**config.mk**
```make
export PLATFORM = sky130hd
export DESIGN_NAME = mem_arbiter
export DESIGN_NICKNAME = d
export VERILOG_FILES = /design/src/rtl/arb_pkg.sv /design/src/rtl/arb_cnt.sv /design/src/rtl/mem_arbiter.sv
export SDC_FILE = /design/constraint.sdc
export NUM_CORES = 1
export LEC_CHECK = 0
export CORE_AREA = 2 2 117 119
export DETAILED_ROUTE_END_ITERATION = 7
export DIE_AREA = 0 0 119 121
export PLACE_DENSITY = 0.64
export SETUP_SLACK_MARGIN = 0.15
export SYNTH_ARGS = -nofsm -noshare
export SYNTH_HDL_FRONTEND = slang
export SYNTH_HIERARCHICAL = 1
export SYNTH_SLANG_ARGS = --single-unit
```
**constraint.sdc**
```tcl
create_clock -name clk -period 1.45 [get_ports clk]
set_input_delay 0.29 -clock clk [delete_from_list [all_inputs] [get_ports clk]]
set_output_delay 0.29 -clock clk [all_outputs]
set_load 0.01 [all_outputs]
```
**src/rtl/arb_pkg.sv**
```systemverilog
// Shared types and helpers for the data-memory arbiter.
// Holds the FSM state encoding and the counter-width calculation.
package arb_pkg;

   typedef enum logic {S_CORE, S_HOST} arb_state_t;

   // Wide enough to hold either limit without wrapping.
   function automatic int unsigned cnt_width(input int unsigned a, input int unsigned b);
      int unsigned m;
      m = (a > b) ? a : b;
      return $clog2(m) + 1;
   endfunction

endpackage

```
**src/rtl/arb_cnt.sv**
```systemverilog
// Saturating up-counter with synchronous clear (clear wins over enable).
// Holds at Limit instead of wrapping.
module arb_cnt #(
   parameter int unsigned Width = 3,
   parameter int unsigned Limit = 4
) (
   input  logic             clk_i,
   input  logic             clr_i,
   input  logic             en_i,
   output logic [Width-1:0] cnt_o
);

   localparam logic [Width-1:0] LimitVal = Width'(Limit);

   logic [Width-1:0] cnt_q, cnt_d;

   always_comb begin
      cnt_d = cnt_q;
      if (clr_i) begin
         cnt_d = '0;
      end else if (en_i && (cnt_q < LimitVal)) begin
         cnt_d = cnt_q + 1'b1;
      end
   end

   always_ff @(posedge clk_i) begin
      cnt_q <= cnt_d;
   end

   assign cnt_o = cnt_q;

endmodule

```
**src/rtl/mem_arbiter.sv**
```systemverilog
// Core-priority arbiter for the single-port data RAM, shared with a host port.
// The host gets idle core cycles, or a bounded forced burst that stalls the core.
module mem_arbiter
   import arb_pkg::*;
#(
   parameter int unsigned DW        = 32,
   parameter int unsigned AW        = 32,
   parameter int unsigned MAX_WAIT  = 4,
   parameter int unsigned MAX_BURST = 4
) (
   input  logic          clk,
   input  logic          reset,
   input  logic          core_req,
   input  logic          core_memWrite,
   input  logic [AW-1:0] core_memAddr,
   input  logic [DW-1:0] core_wrData,
   output logic [DW-1:0] core_memData,
   output logic          core_stall,
   input  logic          host_req,
   input  logic          host_we,
   input  logic [AW-1:0] host_addr,
   input  logic [DW-1:0] host_wdata,
   output logic          host_gnt,
   output logic [DW-1:0] host_rdata,
   output logic          host_rvalid,
   output logic          ram_we,
   output logic [AW-1:0] ram_addr,
   output logic [DW-1:0] ram_wdata,
   input  logic [DW-1:0] ram_rdata
);

   localparam int unsigned CW        = cnt_width(MAX_WAIT, MAX_BURST);
   localparam logic [CW-1:0] WaitLast  = CW'(MAX_WAIT - 1);
   localparam logic [CW-1:0] BurstLast = CW'(MAX_BURST - 1);

   arb_state_t    state_q, state_d;
   logic [CW-1:0] wait_cnt, burst_cnt;
   logic          wait_clr, wait_en, burst_clr, burst_en;
   logic          host_sel, gnt_raw, stall_raw, we_raw;
   logic          rd_fire;
   logic          host_rvalid_q;
   logic [DW-1:0] host_rdata_q, host_rdata_d;

   arb_cnt #(
      .Width (CW),
      .Limit (MAX_WAIT)
   ) u_wait_cnt (
      .clk_i (clk),
      .clr_i (wait_clr),
      .en_i  (wait_en),
      .cnt_o (wait_cnt)
   );

   arb_cnt #(
      .Width (CW),
      .Limit (MAX_BURST)
   ) u_burst_cnt (
      .clk_i (clk),
      .clr_i (burst_clr),
      .en_i  (burst_en),
      .cnt_o (burst_cnt)
   );

   always_comb begin
      state_d   = state_q;
      host_sel  = 1'b0;
      gnt_raw   = 1'b0;
      stall_raw = 1'b0;
      we_raw    = 1'b0;
      wait_en   = 1'b0;
      wait_clr  = 1'b0;
      burst_en  = 1'b0;
      burst_clr = 1'b0;
      unique case (state_q)
         S_CORE: begin
            burst_clr = 1'b1;
            if (host_req && !core_req) begin
               host_sel = 1'b1;
               gnt_raw  = 1'b1;
               we_raw   = host_we;
               wait_clr = 1'b1;
            end else begin
               we_raw = core_req & core_memWrite;
               if (host_req) begin
                  wait_en = 1'b1;
                  if (wait_cnt == WaitLast) begin
                     state_d  = S_HOST;
                     wait_clr = 1'b1;
                  end
               end else begin
                  wait_clr = 1'b1;
               end
            end
         end
         S_HOST: begin
            host_sel  = 1'b1;
            gnt_raw   = host_req;
            we_raw    = host_req & host_we;
            stall_raw = core_req;
            wait_clr  = 1'b1;
            if (!host_req) begin
               state_d   = S_CORE;
               burst_clr = 1'b1;
            end else if (core_req) begin
               burst_en = 1'b1;
               // Exit after the grant that uses up the burst budget.
               if (burst_cnt == BurstLast) begin
                  state_d   = S_CORE;
                  burst_clr = 1'b1;
               end
            end
         end
      endcase
      if (reset) begin
         state_d   = S_CORE;
         wait_clr  = 1'b1;
         burst_clr = 1'b1;
      end
   end

   // Reset masks every side effect so a reset cycle never touches the RAM.
   assign host_gnt   = gnt_raw & ~reset;
   assign core_stall = stall_raw & ~reset;
   assign ram_we     = we_raw & ~reset;
   assign ram_addr   = host_sel ? host_addr : core_memAddr;
   assign ram_wdata  = host_sel ? host_wdata : core_wrData;

   assign core_memData = ram_rdata;

   assign rd_fire      = host_gnt & ~host_we;
   assign host_rdata_d = rd_fire ? ram_rdata : host_rdata_q;

   always_ff @(posedge clk) begin
      if (reset) begin
         state_q       <= S_CORE;
         host_rvalid_q <= 1'b0;
         host_rdata_q  <= '0;
      end else begin
         state_q       <= state_d;
         host_rvalid_q <= rd_fire;
         host_rdata_q  <= host_rdata_d;
      end
   end

   assign host_rvalid = host_rvalid_q;
   assign host_rdata  = host_rdata_q;

endmodule
```
======== After elaboration in Yosys (flattened, before gate mapping) ========
Index checks and enable logic that the tools add are counted.
word-level totals
  register bits ........................... 40
  output and inout port bits .............. 132
  bits of input ports ..................... 166
  word-level logic and storage cells ...... 54
operators by class
  bitwise operators ....................... 9
  mux-type cells .......................... 30
  equality and inequality tests ........... 2
  reduce and logical (&&, ||, !) cells .... 4
  add/subtract/negate cells ............... 2
  $lt $le $gt $ge ......................... 2
operators with widths
  cell                                                count
  2-to-1 mux 32 bit                                   2
  2-to-1 mux 1 bit                                    22
  case mux 1 bit (2 select lines)                     6
  adder 3 x 1 -> 3 bit (second input constant)        2
  AND 1 bit                                           6
  == test 3 x 2 -> 1 bit (second input constant)      2
  less-than comparator 3 bit (second input constant)  2
  logical AND 1 bit                                   3
  inverter 1 bit                                      3
  zero test 1 bit                                     1

======== Logic depth before layout (Yosys ltp) ========
Gate-level depths: netlist of the first run.
  word-level depth ........................ 6
  depth in mapped cells ................... 5
  mapped depth without buffers ............ 4

======== Cells and area by module ========
Netlist of the first run, hierarchy kept.
by module, submodules not included
  module       area an instance (um^2)  seq. area each (um^2)  cells each  instances
  mem_arbiter  2516.2                   680.7                  275         1
  arb_cnt      142.6                    60.1                   13          2

======== Least setup slack after synthesis of the first run ========
No wires, ideal clock.
  path kind ............................... input-to-output
  from .................................... input port core_req
  to ...................................... output port ram_addr[4]
  stages on the path ...................... 4
  required time ........................... 1.160 ns
  path slack .............................. -0.033 ns
  arrival ................................. 1.193 ns
  buffers on the path ..................... 1
  cells stage by stage .................... inv_1 -> a21oi_4 -> buf_2 -> mux2_1
on the way
  longest elaborated chain between the ends .. 5
RTL lines
  element                          RTL line            source
  start, declared                  mem_arbiter.sv:13   input logic core_req,
  zero test 1 bit                  mem_arbiter.sv:77   if (host_req && !core_req) begin
  logical AND 1 bit                mem_arbiter.sv:77
  2-to-1 mux 1 bit                 mem_arbiter.sv:77
  case mux 1 bit (2 select lines)  mem_arbiter.sv:74   unique case (state_q)
  2-to-1 mux 32 bit                mem_arbiter.sv:125  assign ram_addr = host_sel ? host_addr : core_memAddr;
  end, declared                    mem_arbiter.sv:27   output logic [AW-1:0] ram_addr,
Every way passes these cells.

======== Final worst setup path of the first run ========
  from .................................... register state_q
  to ...................................... output port ram_addr[1]
on the way
  longest elaborated chain between the ends .. 3
RTL lines
  element                              RTL line            source
  start, declared                      mem_arbiter.sv:36   arb_state_t state_q, state_d;
  start signal, assigned               mem_arbiter.sv:139  state_q <= state_d;
  inverter 1 bit                       -
  case mux 1 bit (2 select lines) (*)  mem_arbiter.sv:74
  2-to-1 mux 32 bit (*)                mem_arbiter.sv:125
Mark *: on every way between the ends. The rest lies on a longest branch, timed or not.

==> results of run 1 <==
-- power by group --
part           switching [mW]  leakage (nW)  internal [mW]  total [mW]
Clock                   0.424        0.0766          0.678        1.10
Combinational           0.677          2.89           1.17        1.84
Sequential             0.0206         0.325           1.13        1.15
-- metal layers --
layer,vias to the layer above,part of all wire (%)
li1,1715,-
met1,1733,38
met2,183,52
met3,14,8.0
met4,2,1.7
met5,-,0.061
-- synth_stat cells --
cell type  number  area, um^2
ha_1            2        25.0
a21boi_0        1        7.51
nor2_1          8        30.0
a21oi_4         1        16.3
nand4bb_1       2        22.5
o211ai_1        1        7.51
dfxtp_1        40         801
o31ai_1        32         240
buf_4          32         240
nand2_1         5        18.8
nor2b_4         2        27.5
mux2_1          5        56.3
inv_1          36         135
o311ai_0       32         280
nor2b_1         4        25.0
nand2b_1        3        18.8
nand4b_1        1        8.76
buf_2           9        45.0
or3_1           1        6.26
mux2_2         59         664
a21oi_1         3        15.0
o21ai_0         2        10.0
nand3_1         2        10.0
mux2_4          2        30.0
clkbuf_1       16        60.1
-- critical path, delay by kind of cell (launching register included) --
family,cells,cell delay (ns)
mux,1,0.29
compound gates,1,0.16
buf+inv,6,0.65
flops,1,0.33
-- final cells by class --
type	count	area [um^2]
Clock inverter	2	10.0
Fill cell	1141	6000
Multi-Input combinational cell	168	2010
Clock buffer	6	139
Inverter	36	141
Timing Repair Buffer	369	3760
Sequential cell	40	802
Tap cell	176	220
-- logic make-up after synthesis --
family / synth area share (%)
muxes: 26.8
DFF: 28.6
and+or+nand+nor: 5.99
adders and majority gates: 0.893
buffers and inverters: 17.2
AOI/OAI and AO/OA: 20.6
-- flip-flops by register name, indices dropped and copies added, names as in the netlist --
| name | flops |
|---|---|
| host_rdata | 32 |
| u_burst_cnt/cnt_o | 3 |
| u_wait_cnt/cnt_o | 3 |
| host_rvalid | 1 |
| state_q | 1 |
-- what timing repair did --
item,in CTS,in global routing
setup buffers,19,2
setup endpoints to repair,172,121
gates resized for setup,596,64
pin swaps,4,1
cloned,9,0
-- path summary, 6_finish.rpt --
kind	startpoint	to	slack, ns	cells after the start
setup / recovery	state_q	ram_addr[1]	-0.54	8
hold / removal	ram_rdata[6]	host_rdata[6]	0.45	3
setup reg to reg	state_q	host_rdata[14]	-0.03	6
hold reg to reg	host_rdata[4]	host_rdata[4]	0.48	2
==> results.yml, run 1 <==
run_status:
  status: "finished, violations left"
  violations: "setup timing"
place:
  dp_slack_ns: -1.12
  placed_area_mm2: 0.00607
  place.gp.congestion: 0.819
  dp_cells: 760
  port_buffers: 297
  post-dp-hpwl_um: 11700
floorplan:
  fp.dieArea_mm2: 0.0144
  die_w_um: 119
  coreArea_mm2: 0.0131
  start_util_pct: 21.4
  rows: 42
  io_pins: 298
  die_y_um: 121
power_and_ir_drop:
  p_leak_nw: 3.29
  fin_total_pwr_mw: 4.10
  peakVddDrop_uv: 471
  powerDensity_mw_per_mm2: 579
yosys:
  avgSynthCellArea_um2: 9.31
  synth_nets: 469
  ys_types: 25
  synthCells: 301
  syn_area_mm2: 0.00280
  yosysWarnings: 6
  seq_area_frac_synth_pct: 28.6
  ys_ff_latch: 40
routing:
  routed_wl_um: 16300
  drtAntennaViolNets: 0
  drt_iter0_markers: 125
  dr.pass1.iters: 4
  viasPerCell: 4.58
  vias: 3647
  drt-wirelength-per-cell_um: 20.4
  route.detailed.drc: 0
timing:
  final-setup-viol-count: 69
  max_slew_margin_pct: 74.1
  drv_slew: 0
  whs_ns: 0.447
  period_needed_ns: 1.99
  hold_violations: 0
  fin_ws_ns: -0.544
  tns_ns: -30.94
  period_share_pct: 138
  rsz0062_at_grt: "yes"
  worst_slew_pin_slew_ns: 0.389
  clock_skew_ns: 0.00344
  fmax_mhz: 501
setup_path:
  setup.worst_path.start_class: "flop"
  worstSetupPathType: "reg2out"
  crit_chain: "a21oi_4, buf_12, buf_12, buf_8, buf_16, buf_6, mux2_4, buf_6"
  worst_setup_path_end_kind: "primary output"
  critPathSlowestCell: "dfxtp_2"
  cpPeakStageDelay_ns: 0.33
  cp_max_fo: 6
  cp.arrival_ns: 1.70
  crit_required_ns: 1.16
clock_network:
  h-tree-depth: 2
  clockBufferDepth: 2
  clk_pin_slew_worst_paths_ns: 0.06
  cts_sinks: 40
  root_buffer: "clkbuf_16"
  clk_latency_ns: 0.28
  hold_buffers: 0
  tritoncts: "yes"
  numCtsBuffers: 5
run:
  drv_cap: 0
final_layout:
  drive_gt1_share_pct: 46.4
  final_nets: 788
  fin_cells: 797
  final_common_cell: "clkdlybuf4s50_1"
  antennaDiodeCount: 0
  final_cell_mix: "clkdlybuf4s50_1, buf_6, mux2_4"
  final_util_pct: 54.1
  syn2layout_area_growth_pct: 153
  fin_area_mm2: 0.00708
global_routing:
  grt_use_met2_pct: 39.4
  grtUsageTotal_pct: 21.1
  grt.busiest_layer: "met2"
  use_met3_pct: 6.20
  grt_max_degree: 38
  grt_pass1_vias: 3945
  grt_antenna_before_repair: 2
  overflow: 0
  grt_pass1_wl_um: 23200
  met1_usage_pct: 23.4
min_path:
  min_path_type: "in2reg"
No activity file was read; power rests on OpenSTA's default activity.
==> inputs of run 2 (changes only) <==
CORE_AREA = 2 2 116 118   (was 2 2 117 119)
CTS_BUF_LIST = sky130_fd_sc_hd__clkbuf_16   (was unset)
DIE_AREA = 0 0 118 120   (was 0 0 119 121)
DONT_BUFFER_PORTS = 1   (was unset)
PLACE_DENSITY = 0.34   (was 0.64)
==> run 2 against run 1 <==
Against the previous run: clock power grew 14%; worst hold slack lost 0.34 ns; core utilization shrank 26 points; the flow still finishes with violations (setup timing); wire length shrank 26%; highest routed layer unchanged; first-iteration DRC count shrank 20%; register-to-register slack gained 0.15 ns; sequential power is essentially flat; critical path depth shrank 4; critical path type unchanged; worst setup slack gained 0.25 ns; combinational power shrank 62%; fmax grew 14%.
==> results.yml, run 2 (synthesis results as in run 1) <==
run_status:
  status: "finished, violations left"
  violations: "setup timing"
power_and_ir_drop:
  peakVddDrop_uv: 315
  p_leak_nw: 1.55
  powerDensity_mw_per_mm2: 844
floorplan:
  io_pins: 298
  coreArea_mm2: 0.0130
  fp.dieArea_mm2: 0.0142
  rows: 42
  die_w_um: 118
  die_y_um: 120
  start_util_pct: 21.6
place:
  placed_area_mm2: 0.00283
  post-dp-hpwl_um: 8790
  port_buffers: 0
  place.gp.congestion: 0.838
global_routing:
  overflow: 0
  grtUsageTotal_pct: 15.3
  grt_antenna_before_repair: 6
  grt_pass1_wl_um: 15900
  grt_pass1_vias: 2228
  grt_max_degree: 67
timing:
  fmax_mhz: 573
  whs_ns: 0.109
  period_needed_ns: 1.75
  drv_slew: 0
  max_slew_margin_pct: 64.8
  fin_ws_ns: -0.295
  hold_violations: 0
  clock_skew_ns: 0.00305
  period_share_pct: 120
  tns_ns: -17.68
  worst_slew_pin_slew_ns: 0.528
  rsz0062_at_grt: "yes"
  final-setup-viol-count: 65
final_layout:
  regArea_um2: 802
  fin_area_mm2: 0.00371
  final_cell_mix: "mux2_4, dfxtp_1, inv_1"
  largest_reg_flops: 32
  final_common_cell: "mux2_4"
  final_nets: 443
  nFillCells: 1354
  drive_gt1_share_pct: 50.0
  syn2layout_area_growth_pct: 32.4
  multiInputGateArea_mm2: 0.00199
clock_network:
  cts_sinks: 40
  root_buffer: "clkbuf_16"
  clk_latency_ns: 0.28
  tritoncts: "yes"
  clockBufferDepth: 2
  clk_pin_slew_worst_paths_ns: 0.06
  numCtsBuffers: 5
  h-tree-depth: 2
setup_path:
  cp.arrival_ns: 1.46
  critPathSlowestCell: "mux2_2"
  worst_setup_path_end_kind: "primary output"
  cp_max_fo: 11
  crit_required_ns: 1.16
  cpPeakStageDelay_ns: 0.37
  worstSetupPathType: "reg2out"
  crit_chain: "a21oi_4, buf_6, buf_16, mux2_2"
  setup.worst_path.start_class: "flop"
routing:
  drt_iter0_markers: 100
  dr.pass1.iters: 4
  drt-wirelength-per-cell_um: 26.4
  vias: 2312
  route.detailed.drc: 0
  viasPerCell: 5.07
  routed_wl_um: 12000
  drtAntennaViolNets: 0
run:
  drv_cap: 0
min_path:
  min_path_type: "in2reg"
==> run 2: power breakdown <==
part           switching [mW]  total (mW)  internal (mW)  leakage [nW]
Combinational           0.356       0.707          0.351          1.15
Clock                   0.450        1.25          0.800        0.0789
Sequential             0.0416        1.17           1.13         0.325
Total                   0.847        3.13           2.28          1.55
==> run 2: per-layer routing <==
layer	GRT usage, %	share of wire, %	vias up
met2	26.0	51	149
met4	4.52	2.0	4
met3	7.51	11	15
met5	0	0.22	-
met1	17.0	36	1125
li1	-	-	1019
==> run 2: area by class of cell <==
cell class	instances	area share (%)
multi-input combinational	168	53.6
sequential	40	21.6
timing repair buffer	24	10.4
tap	176	5.94
inverter	36	3.78
clock buffer	5	3.37
clock inverter	3	1.01
antenna	4	0.270
==> run 2: timing repair <==
item                       4_1_cts  5_1_grt
resized for setup              117       21
setup endpoints to repair       99      103
hold buffers                     0        0
pin swaps                        3        2
setup buffers                    3        1
gates cloned                     3        5
==> run 2: worst paths after layout <==
| kind | end | cells after the start | slack [ns] | from |
|---|---|---|---|---|
| worst max-delay path | ram_wdata[18] | 4 | -0.30 | state_q |
| worst min-delay path | host_rdata[5] | 1 | 0.11 | host_we |
| worst max register to register | u_wait_cnt/cnt_o[0] | 5 | 0.12 | state_q |
| worst min register to register | u_wait_cnt/cnt_o[1] | 2 | 0.51 | u_wait_cnt/cnt_o[1] |
==> run 2: metrics by stage <==
| stage | util (%) | cells | setup WS [ns] | total power [mW] |
|---|---|---|---|---|
| 2_1_floorplan | - | 301 | 0.0130 | 1.68 |
| 3_3_place_gp | 21.8 | 432 | -0.0353 | 1.69 |
| 3_5_place_dp | 21.8 | 432 | -0.0421 | 1.70 |
| 4_1_cts | 26.7 | 446 | -0.334 | 3.13 |
| 5_1_grt | 28.5 | 454 | -0.340 | 3.25 |
| 6_report | 28.6 | 456 | -0.295 | 3.13 |
==> run 2: worst max-delay path, delay by kind of cell (launching register included) <==
| family | cells | cell delay, ns |
|---|---|---|
| flip-flops | 1 | 0.33 |
| buffers and inverters | 2 | 0.31 |
| multiplexers | 1 | 0.37 |
| AO/OA/AOI/OAI | 1 | 0.16 |
